--- config.mk ---
export PLATFORM = sky130hd
export DESIGN_NAME = i2c_target_regs
export DESIGN_NICKNAME = d
export VERILOG_FILES = /design/src/rtl/i2c_pkg.sv /design/src/rtl/i2c_line_sync.sv /design/src/rtl/i2c_target_regs.sv
export SDC_FILE = /design/constraint.sdc
export NUM_CORES = 1
export LEC_CHECK = 0
export ABC_CLOCK_PERIOD_IN_PS = 2400
export CAP_MARGIN = 20
export CORE_MARGIN = 2
export CORE_UTILIZATION = 50
export DETAILED_ROUTE_END_ITERATION = 10
export PLACE_DENSITY = 0.77
export SLEW_MARGIN = 5
export SYNTH_ARGS = -nofsm -noshare
export SYNTH_HDL_FRONTEND = slang
export SYNTH_SLANG_ARGS = --single-unit
--- constraint.sdc ---
create_clock -name clk -period 2.4 [get_ports clk]
set_input_delay 0.24 -clock clk [delete_from_list [all_inputs] [get_ports clk]]
set_output_delay 0.24 -clock clk [all_outputs]
set_load 0.02 [all_outputs]
--- src/rtl/i2c_pkg.sv ---
// Shared I2C target definitions: FSM state encoding and default parameters.
// Latency: n/a (definitions only).
// Backpressure: n/a.
package i2c_pkg;

  localparam logic [6:0] DEF_DEV_ADDR = 7'h50;
  localparam int         DEF_NREGS    = 16;

  typedef enum logic [2:0] {
    IDLE,
    ADDR,
    ADDR_ACK,
    WR_BYTE,
    WR_ACK,
    RD_BYTE,
    RD_ACK,
    IGNORE
  } i2c_state_t;

endpackage

--- src/rtl/i2c_line_sync.sv ---
// Synchronizes raw SCL/SDA pins and flags SCL edges plus START/STOP conditions.
// Latency: 3 clk from pin change to event pulse (2 sync flops + registered detect).
// Backpressure: none; events are single-cycle pulses that must be consumed when seen.
module i2c_line_sync (
  input  logic clk,
  input  logic resetn,
  input  logic scl_in,
  input  logic sda_in,
  output logic sda,
  output logic scl_rise,
  output logic scl_fall,
  output logic start_det,
  output logic stop_det
);

  // [0],[1] are the metastability pair, [2] is the one-cycle-older copy for edges
  logic [2:0] scl_sh;
  logic [2:0] sda_sh;

  // Shift pins through the synchronizer chain; idle bus level (1) during reset
  always_ff @(posedge clk or negedge resetn) begin
    if (!resetn) begin
      scl_sh <= 3'b111;
      sda_sh <= 3'b111;
    end else begin
      scl_sh <= {scl_sh[1:0], scl_in};
      sda_sh <= {sda_sh[1:0], sda_in};
    end
  end

  // Register edge and START/STOP pulses; START/STOP need SCL high on both samples
  always_ff @(posedge clk or negedge resetn) begin
    if (!resetn) begin
      scl_rise  <= 1'b0;
      scl_fall  <= 1'b0;
      start_det <= 1'b0;
      stop_det  <= 1'b0;
    end else begin
      scl_rise  <=  scl_sh[1] & ~scl_sh[2];
      scl_fall  <= ~scl_sh[1] &  scl_sh[2];
      start_det <=  scl_sh[1] &  scl_sh[2] & ~sda_sh[1] &  sda_sh[2];
      stop_det  <=  scl_sh[1] &  scl_sh[2] &  sda_sh[1] & ~sda_sh[2];
    end
  end

  // Delayed SDA lines up with the registered event pulses
  assign sda = sda_sh[2];

endmodule

--- src/rtl/i2c_target_regs.sv ---
// I2C target exposing NREGS 8-bit registers with an auto-incrementing pointer.
// Latency: 3 clk pin-to-event; sda_out updates 1 clk after a detected SCL fall.
// Backpressure: none; never stretches SCL, wr_valid strobes cannot be stalled.
module i2c_target_regs
  import i2c_pkg::*;
#(
  parameter logic [6:0] DEV_ADDR = DEF_DEV_ADDR,
  parameter int         NREGS    = DEF_NREGS
) (
  input  logic                     clk,
  input  logic                     resetn,
  input  logic                     scl_in,
  input  logic                     sda_in,
  output logic                     sda_out,
  output logic                     busy,
  output logic                     wr_valid,
  output logic [$clog2(NREGS)-1:0] wr_addr,
  output logic [7:0]               wr_data,
  input  logic [$clog2(NREGS)-1:0] host_addr,
  output logic [7:0]               host_rdata
);

  localparam int PW = $clog2(NREGS);

  logic sda;
  logic scl_rise;
  logic scl_fall;
  logic start_det;
  logic stop_det;

  i2c_line_sync u_line_sync (
    .clk       (clk),
    .resetn    (resetn),
    .scl_in    (scl_in),
    .sda_in    (sda_in),
    .sda       (sda),
    .scl_rise  (scl_rise),
    .scl_fall  (scl_fall),
    .start_det (start_det),
    .stop_det  (stop_det)
  );

  i2c_state_t    state;
  logic [3:0]    bit_cnt;
  logic [7:0]    shreg;
  logic [PW-1:0] ptr;
  logic          rw;
  logic          first_byte;   // next written byte is the register pointer
  logic          mack;         // controller's ACK/NACK bit after a read byte
  logic [7:0]    regs [NREGS];

  assign host_rdata = regs[host_addr];

  // Bus protocol FSM; START/STOP override every state, data bits move on SCL edges
  always_ff @(posedge clk or negedge resetn) begin
    if (!resetn) begin
      state      <= IDLE;
      bit_cnt    <= 4'd0;
      shreg      <= 8'h00;
      ptr        <= '0;
      rw         <= 1'b0;
      first_byte <= 1'b0;
      mack       <= 1'b1;
      sda_out    <= 1'b1;
      busy       <= 1'b0;
      wr_valid   <= 1'b0;
      wr_addr    <= '0;
      wr_data    <= 8'h00;
      for (int i = 0; i < NREGS; i++) regs[i] <= 8'h00;
    end else begin
      wr_valid <= 1'b0;
      if (start_det) begin
        // ptr is kept so a pointer write can be followed by a repeated-START read
        state   <= ADDR;
        bit_cnt <= 4'd0;
        sda_out <= 1'b1;
        busy    <= 1'b0;
      end else if (stop_det) begin
        state   <= IDLE;
        sda_out <= 1'b1;
        busy    <= 1'b0;
      end else begin
        case (state)
          ADDR: begin
            if (scl_rise) begin
              shreg   <= {shreg[6:0], sda};
              bit_cnt <= bit_cnt + 4'd1;
            end else if (scl_fall && bit_cnt == 4'd8) begin
              bit_cnt <= 4'd0;
              if (shreg[7:1] == DEV_ADDR) begin
                state      <= ADDR_ACK;
                sda_out    <= 1'b0;
                busy       <= 1'b1;
                rw         <= shreg[0];
                first_byte <= 1'b1;
              end else begin
                state <= IGNORE;
              end
            end
          end
          ADDR_ACK: begin
            if (scl_fall) begin
              if (rw) begin
                state   <= RD_BYTE;
                shreg   <= regs[ptr];
                sda_out <= regs[ptr][7];
              end else begin
                state   <= WR_BYTE;
                sda_out <= 1'b1;
              end
            end
          end
          WR_BYTE: begin
            if (scl_rise) begin
              shreg   <= {shreg[6:0], sda};
              bit_cnt <= bit_cnt + 4'd1;
            end else if (scl_fall && bit_cnt == 4'd8) begin
              state   <= WR_ACK;
              sda_out <= 1'b0;
              bit_cnt <= 4'd0;
              if (first_byte) begin
                first_byte <= 1'b0;
                ptr        <= shreg[PW-1:0];
              end else begin
                regs[ptr] <= shreg;
                wr_valid  <= 1'b1;
                wr_addr   <= ptr;
                wr_data   <= shreg;
                ptr       <= ptr + PW'(1);
              end
            end
          end
          WR_ACK: begin
            if (scl_fall) begin
              state   <= WR_BYTE;
              sda_out <= 1'b1;
            end
          end
          RD_BYTE: begin
            if (scl_rise) begin
              bit_cnt <= bit_cnt + 4'd1;
            end else if (scl_fall) begin
              if (bit_cnt == 4'd8) begin
                state   <= RD_ACK;
                sda_out <= 1'b1;
                bit_cnt <= 4'd0;
                ptr     <= ptr + PW'(1);
              end else begin
                sda_out <= shreg[6];
                shreg   <= {shreg[6:0], 1'b0};
              end
            end
          end
          RD_ACK: begin
            if (scl_rise) begin
              mack <= sda;
            end else if (scl_fall) begin
              if (!mack) begin
                state   <= RD_BYTE;
                shreg   <= regs[ptr];
                sda_out <= regs[ptr][7];
              end else begin
                state   <= IGNORE;
                sda_out <= 1'b1;
              end
            end
          end
          default: begin
            // IDLE and IGNORE wait for the next START with SDA released
            sda_out <= 1'b1;
          end
        endcase
      end
    end
  end

endmodule

After elaboration in Yosys (flattened, before gate mapping)
Index checks and enable logic that the tools add are counted.
Storage, ports and cells
  register bits: 175
Operators by class
  add/subtract/negate cells: 2
  $lt $le $gt $ge: 3
  eq/ne operators: 40
  mux-type cells: 81
  bitwise gates (word level): 17
  reductions and logical operators: 21
Operators by type and width (number)
  $bwmux 128: 1
  $mux 8: 14
  $bmux 8 s4: 2
  $mux 4: 13
  $mux 3: 15
  $demux 8 s4: 1
  $pmux 8 s4: 1
  $mux 1: 28
  $ne 4x1->1 const B: 6
  $reduce_and 12->1: 2
  $ne 2x2->1 const B: 11
  $ne 4x2->1 const B: 5
  $pmux 3 s6: 1
  $ne 4x4->1 const B: 4
  $pmux 4 s2: 2
  $reduce_and 8->1: 2
  $reduce_and 6->1: 2
  $reduce_bool 3->1: 4
  $reduce_and 11->1: 1
  $ge 5x5->1 const B: 2
  $ne 2x1->1 const B: 5
  $not 4->5: 2
  $eq 3x3->1 const B: 3
  $add 4x1->4 const B: 2
  other kinds (18): 35

Longest topological paths before layout
Gate-level depths: netlist (run 1).
  depth in word-level cells: 10
  mapped depth: 10
  mapped depth without buffers: 7

Hierarchy
From an unflattened synthesis (run 1), not the netlist that was laid out.
Second synthesis, totals
  cells, all modules: 660
  area total of the unflattened synthesis: 9327.7 um^2
By module, submodules not included
  i2c_target_regs: instances 1, cells each 646, area each 9037.4 um^2
  i2c_line_sync: instances 1, cells each 14, area each 290.3 um^2

Least setup slack after synthesis (run 1)
OpenSTA, ideal clock, no wires.
  kind: reg-to-reg
  start: register state[1]
  end: register shreg[0]
  setup time: 0.125 ns
  data arrival time: 1.986 ns
  path slack: 0.289 ns
  cell stages (with the launch flop): 9
  cells stage by stage: dfrtp_1 -> inv_1 -> ha_1 -> buf_2 -> inv_1 -> a2bb2oi_1 -> o211ai_2 -> nor4_4 -> mux2_2
On the way
  word-level cells in the longest chain between the ends: 4
RTL lines
  start: declaration: line i2c_target_regs.sv:43  | i2c_state_t state;
  start signal: assignment: line i2c_target_regs.sv:57  | state <= IDLE;
  start signal: assignment: line i2c_target_regs.sv:74  | state <= ADDR;
  start signal: assignment: line i2c_target_regs.sv:79  | state <= IDLE;
  $eq 3x2->1 / $eq 3x1->1 (equally long branches): line i2c_target_regs.sv:83  | case (state)
  $reduce_or 2->1 (no line)
  $ne 2x1->1 (no line) / $reduce_bool 4->1 (equally long branches)
  $reduce_and 12->1 (no line)
  end signal: assignment: line i2c_target_regs.sv:86  | shreg <= {shreg[6:0], sda};
  end signal: assignment: line i2c_target_regs.sv:105  | shreg <= regs[ptr];
  end signal: assignment: line i2c_target_regs.sv:115  | shreg <= {shreg[6:0], sda};
  end: declaration: line i2c_target_regs.sv:45  | logic [7:0] shreg;
Several ways; a longest one is shown, not always the timed one.
A chain may end at the register's enable or synchronous reset.

Worst setup path in the final report (run 1)
  start: register regs[2] in the netlist's numbering
  end: output host_rdata[2]
On the way
  word-level cells in the longest chain between the ends: 3
RTL lines
  start: declaration: line i2c_target_regs.sv:50  | logic [7:0] regs [NREGS];
  start signal: indexed assignment: line i2c_target_regs.sv:125  | regs[ptr] <= shreg;
  $bmux 8 s4: line i2c_target_regs.sv:52  | assign host_rdata = regs[host_addr];
  $mux 8 (implied by the code) (2 in series): line i2c_target_regs.sv:52
  end: declaration: line i2c_target_regs.sv:20  | output logic [7:0] host_rdata
Every way passes these cells. The select of a mux whose other input is x is not followed.

==> results by stage, run 1 <==
Hold path:
- The number of stages on the worst hold path is 1.
- The source of the worst hold timing path is sda_in.
- The min-delay analysis places its worst path in the category input port to register.

Setup path:
- At the worst endpoint, the required time is 2.16 ns.
- The category of the most critical setup path is register to primary output.
- The maximum net fanout on the critical path is 3.
- The worst setup path is launched from a register.
- STA puts the critical path data arrival time at 2.13 ns.
- The startpoint identified for the worst register-to-register timing path is ptr[0].
- The worst setup path is captured at a primary output.
- The launch point of the worst path is regs[2].
- The setup slack of the worst register-to-register path is 0.12 ns.
- The depth of the worst register-to-register path is 6.

Floorplan:
- The x dimension of the die is 140 µm.
- The die covers 19,700 µm².
- For this configuration, the core starts out at a cell density of 51.4%.
- In this run the vertical extent of the chip is 140 µm.
- Row generation in the floorplan step produced 49 rows.
- The core box area is 18,100 µm².
- The number of top-level pins is 31.

Flow run:
- The max-cap violation count is 0.

STA:
- The number of endpoints with negative hold slack in the final report was 0.
- The largest clock skew in the final design is 0.00998 ns.
- The max-slew violation count is 0.
- Setup repair after global routing left no endpoint under its margin.
- The worst path meets setup with 0.0250 ns of slack.
- The slew of the pin with the lowest slew margin is 0.761 ns.
- Measured against its own limit, the worst slew margin works out to 49.2%.
- The final period utilization is 99.0%.
- The shortest clock period the worst path allows after layout is 2.37 ns.
- The maximum clock frequency is 0.421 GHz.
- The number of endpoints failing setup at the final stage is 0.

Cells and area:
- 0 antenna diodes ended up in the layout.
- The share of layout cells above drive strength 1 is 43.1%.
- The count of cells in the finished layout, fillers not included, comes to 964.
- The sequential cell area is 4390 µm².
- Once layout is complete, the utilization of the core stands at 59.1%.
- For this run, the post-layout net count is 741.
- The number of fill cells is 1,327.
- Summing all multi-input logic gate instances after layout gives 4620 µm².
- Compared with the post-synthesis result, the final layout area differs by 15.0%.

Detailed routing:
- The number of design-rule violations left by the first detailed-router iteration is 588.
- After detailed routing, the average wire length per cell comes to 24.3 µm.
- The routed via count divided by cell count is 6.51.
- The total detailed-routing wirelength is 23,500 µm.
- The number of design rule violations left after detail routing is 0.
- The number of search-and-repair iterations in the first detailed-routing pass is 5.
- The count of nets left with antenna violations after detail routing is 0.
- The routed layout has 6,279 vias.

Yosys:
- The main combinational cell family by area after synthesis is multiplexers.
- The synthesized net count is 688.
- Multiplexer cells account for 35.3% of the synthesized area.
- The share of async-settable or async-resettable flops after synthesis is 100%.
- For this run, the number of Yosys warnings is 0.
- The share of the synthesized area in the top cell type is 44.9%.
- Summing the areas of all xor and xnor instances in the mapped netlist gives 0% of the synthesized area.
- After synthesis, the cell types taking the most area are sky130_fd_sc_hd__dfrtp_1 (45%), sky130_fd_sc_hd__mux2_2 (16%), sky130_fd_sc_hd__mux4_2 (15%).
- The commonest cells after synthesis are sky130_fd_sc_hd__dfrtp_1 (167), sky130_fd_sc_hd__mux2_2 (132), sky130_fd_sc_hd__mux4_2 (64).
- The synthesized design contains 175 register bits.
- The number of different library cells used by synthesis comes to 62.
- The number of synthesized flops with an enable pin is 0.
- The biggest area contributor in the post-synthesis netlist is sky130_fd_sc_hd__dfrtp_1.
- The prevailing post-synth register cell is sky130_fd_sc_hd__dfrtp_1.
- The sequential element share of the synthesized area is 47.2%.
- The synthesized cell area is 9300 µm².
- The basic-gate share of the synthesized area counting and, or, nand and nor cells is 7.41%.
- Averaged over all synthesized cells, the footprint is 13.9 µm².
- The adder and majority cell fraction of the synthesized area is 1.34%.
- Synthesis handed over a netlist of 670 instances.
- The most common cell in the synthesized netlist is sky130_fd_sc_hd__dfrtp_1.
- Summing the areas of all compound-gate instances in the mapped netlist gives 5.61% of the synthesized area.

Clock network:
- The number of clock sinks is 175.
- The CTS root buffer is sky130_fd_sc_hd__clkbuf_16.
- After clock tree synthesis, the clock-pin slew on the worst setup and hold paths is 0.06 ns.
- The number of buffers on the longest clock path is 2.
- The number of setup buffers added after CTS is 0.
- The number of H-tree branching levels is 4.
- The number of buffers created by CTS is 17.
- TritonCTS built the clock tree.
- The clock latency at the later pin of the worst-skew pair is 0.43 ns.

GRT:
- The initial antenna violation count came to 0.
- The first-pass GRT wire length is 37,300 µm.
- The total routing usage reported by global routing is 25.1%.
- The via count of the first global-routing pass is 6,452.
- The pin count of the biggest net entering global routing is 72.
- The total overflow left after global routing is 0.

Place:
- Port buffering added 30 buffers.
- The congestion estimate from routability-driven global placement came to 0.888.
- The number of cells after detailed placement is 932.
- Prior to clock tree synthesis, the placed netlist has a worst setup slack of -0.218 ns.
- Once detailed placement completed, the half-perimeter wirelength came to 15,800 µm.

Outcome:
- The run finished with clean final reports.

Power and ir drop:
- Summed over all cells, the static leakage comes to 0.00482 µW.
- The highest ir drop seen on vdd is 523 µV.
- The power density of the placed cells is 752 nW/µm².
## what timing repair did
item | CTS | global route
endpoints found under the hold margin | 33 | 0
gates resized for setup | 10 | 10
hold buffers | 1 | 0
setup endpoints to repair | 8 | 11
## kinds of logic after synthesis
group           count (synthesis)
compound gates                 76
simple gates                  120
flops                         175
fa+ha+maj                      10
mux                           228
buf+inv                        61
## state kept, by name, indices dropped and copies added, names as in the netlist
name                   cells
regs                     128
busy                       1
u_line_sync.scl_sh         3
state                      3
wr_data                    8
u_line_sync.scl_fall       1
sda_out                    1
u_line_sync.stop_det       1
rw                         1
wr_valid                   1
ptr                        4
shreg                      8
u_line_sync.start_det      1
wr_addr                    4
mack                       1
u_line_sync.sda_sh         3
bit_cnt                    4
first_byte                 1
u_line_sync.scl_rise       1
## placed cells by master (no fill, tap or decap), drive strengths merged, types with 3 or more instances in the layout
cell type	count
nor4	5
nor3	10
inv	14
o22ai	8
a211oi	6
buf	54
nand3	7
clkdlybuf4s15	5
nand4	6
o211ai	3
a22oi	6
mux2i	18
nand2	32
nor2	22
mux4	64
or3	3
a31oi	3
clkdlybuf4s50	20
clkinv	5
and2	4
a21oi	17
clkinvlp	3
mux2	146
dfstp	8
dfrtp	167
ha	10
nor3b	6
nor2b	10
clkbuf	20
nand2b	7
bufinv	3
o21ai	15
## per-layer routing
layer	wire length, µm	up-vias	track usage [%]	share of wire [%]
li1	-	2651	-	-
met1	9880	3247	34.7	42
met2	10700	326	37.2	46
met3	2060	55	7.38	8.8
met4	811	0	10.8	3.5
met5	0	-	0	0
## final cells by class
class / instances / share of cell area [%]
Clock buffer: 18 / 4.01
Clock inverter: 13 / 1.52
Inverter: 12 / 0.421
Multi-Input combinational cell: 434 / 43.2
Sequential cell: 175 / 41.1
Tap cell: 229 / 2.68
Timing Repair Buffer: 83 / 7.11
## final timing paths
| kind | to |
|---|---|
| max | host_rdata[2] |
| min | u_line_sync.sda_sh[0] |
| max reg2reg | regs[108] |
| min reg2reg | u_line_sync.scl_sh[1] |
| max in group asynchronous | regs[92] |
| min in group asynchronous | u_line_sync.start_det |
## stage by stage
step | setup TNS (ns) | area, µm² | hold WS (ns) | power (µW)
after floorplan | 0 | 9300 | -0.0556 | 4580
after global placement | -1.38 | 10100 | 0.191 | 5160
after detailed placement | -1.55 | 10100 | 0.200 | 5220
after CTS | 0 | 10700 | 0.197 | 8040
after global routing | 0 | 10700 | 0.191 | 8380
final | 0 | 10700 | 0.210 | 8040
## power by group
| part | switching, µW | internal [µW] |
|---|---|---|
| logic | 1240 | 776 |
| clock network | 1180 | 1630 |
| registers | 129 | 3090 |
| total | 2550 | 5500 |
## critical path, stage by stage (launching register included)
cell and delay [ns]:
sky130_fd_sc_hd__dfrtp_1 0.40, sky130_fd_sc_hd__mux4_2 0.48, sky130_fd_sc_hd__mux4_2 0.51, sky130_fd_sc_hd__clkdlybuf4s15_1 0.31
No activity file was read; power rests on OpenSTA's default activity.
==> run 2: changes to the inputs <==
Settings changed: HOLD_SLACK_MARGIN from default to 0.12.
==> results of run 2 <==
No change in the layout: final DEF, timing and power equal those of run 1.
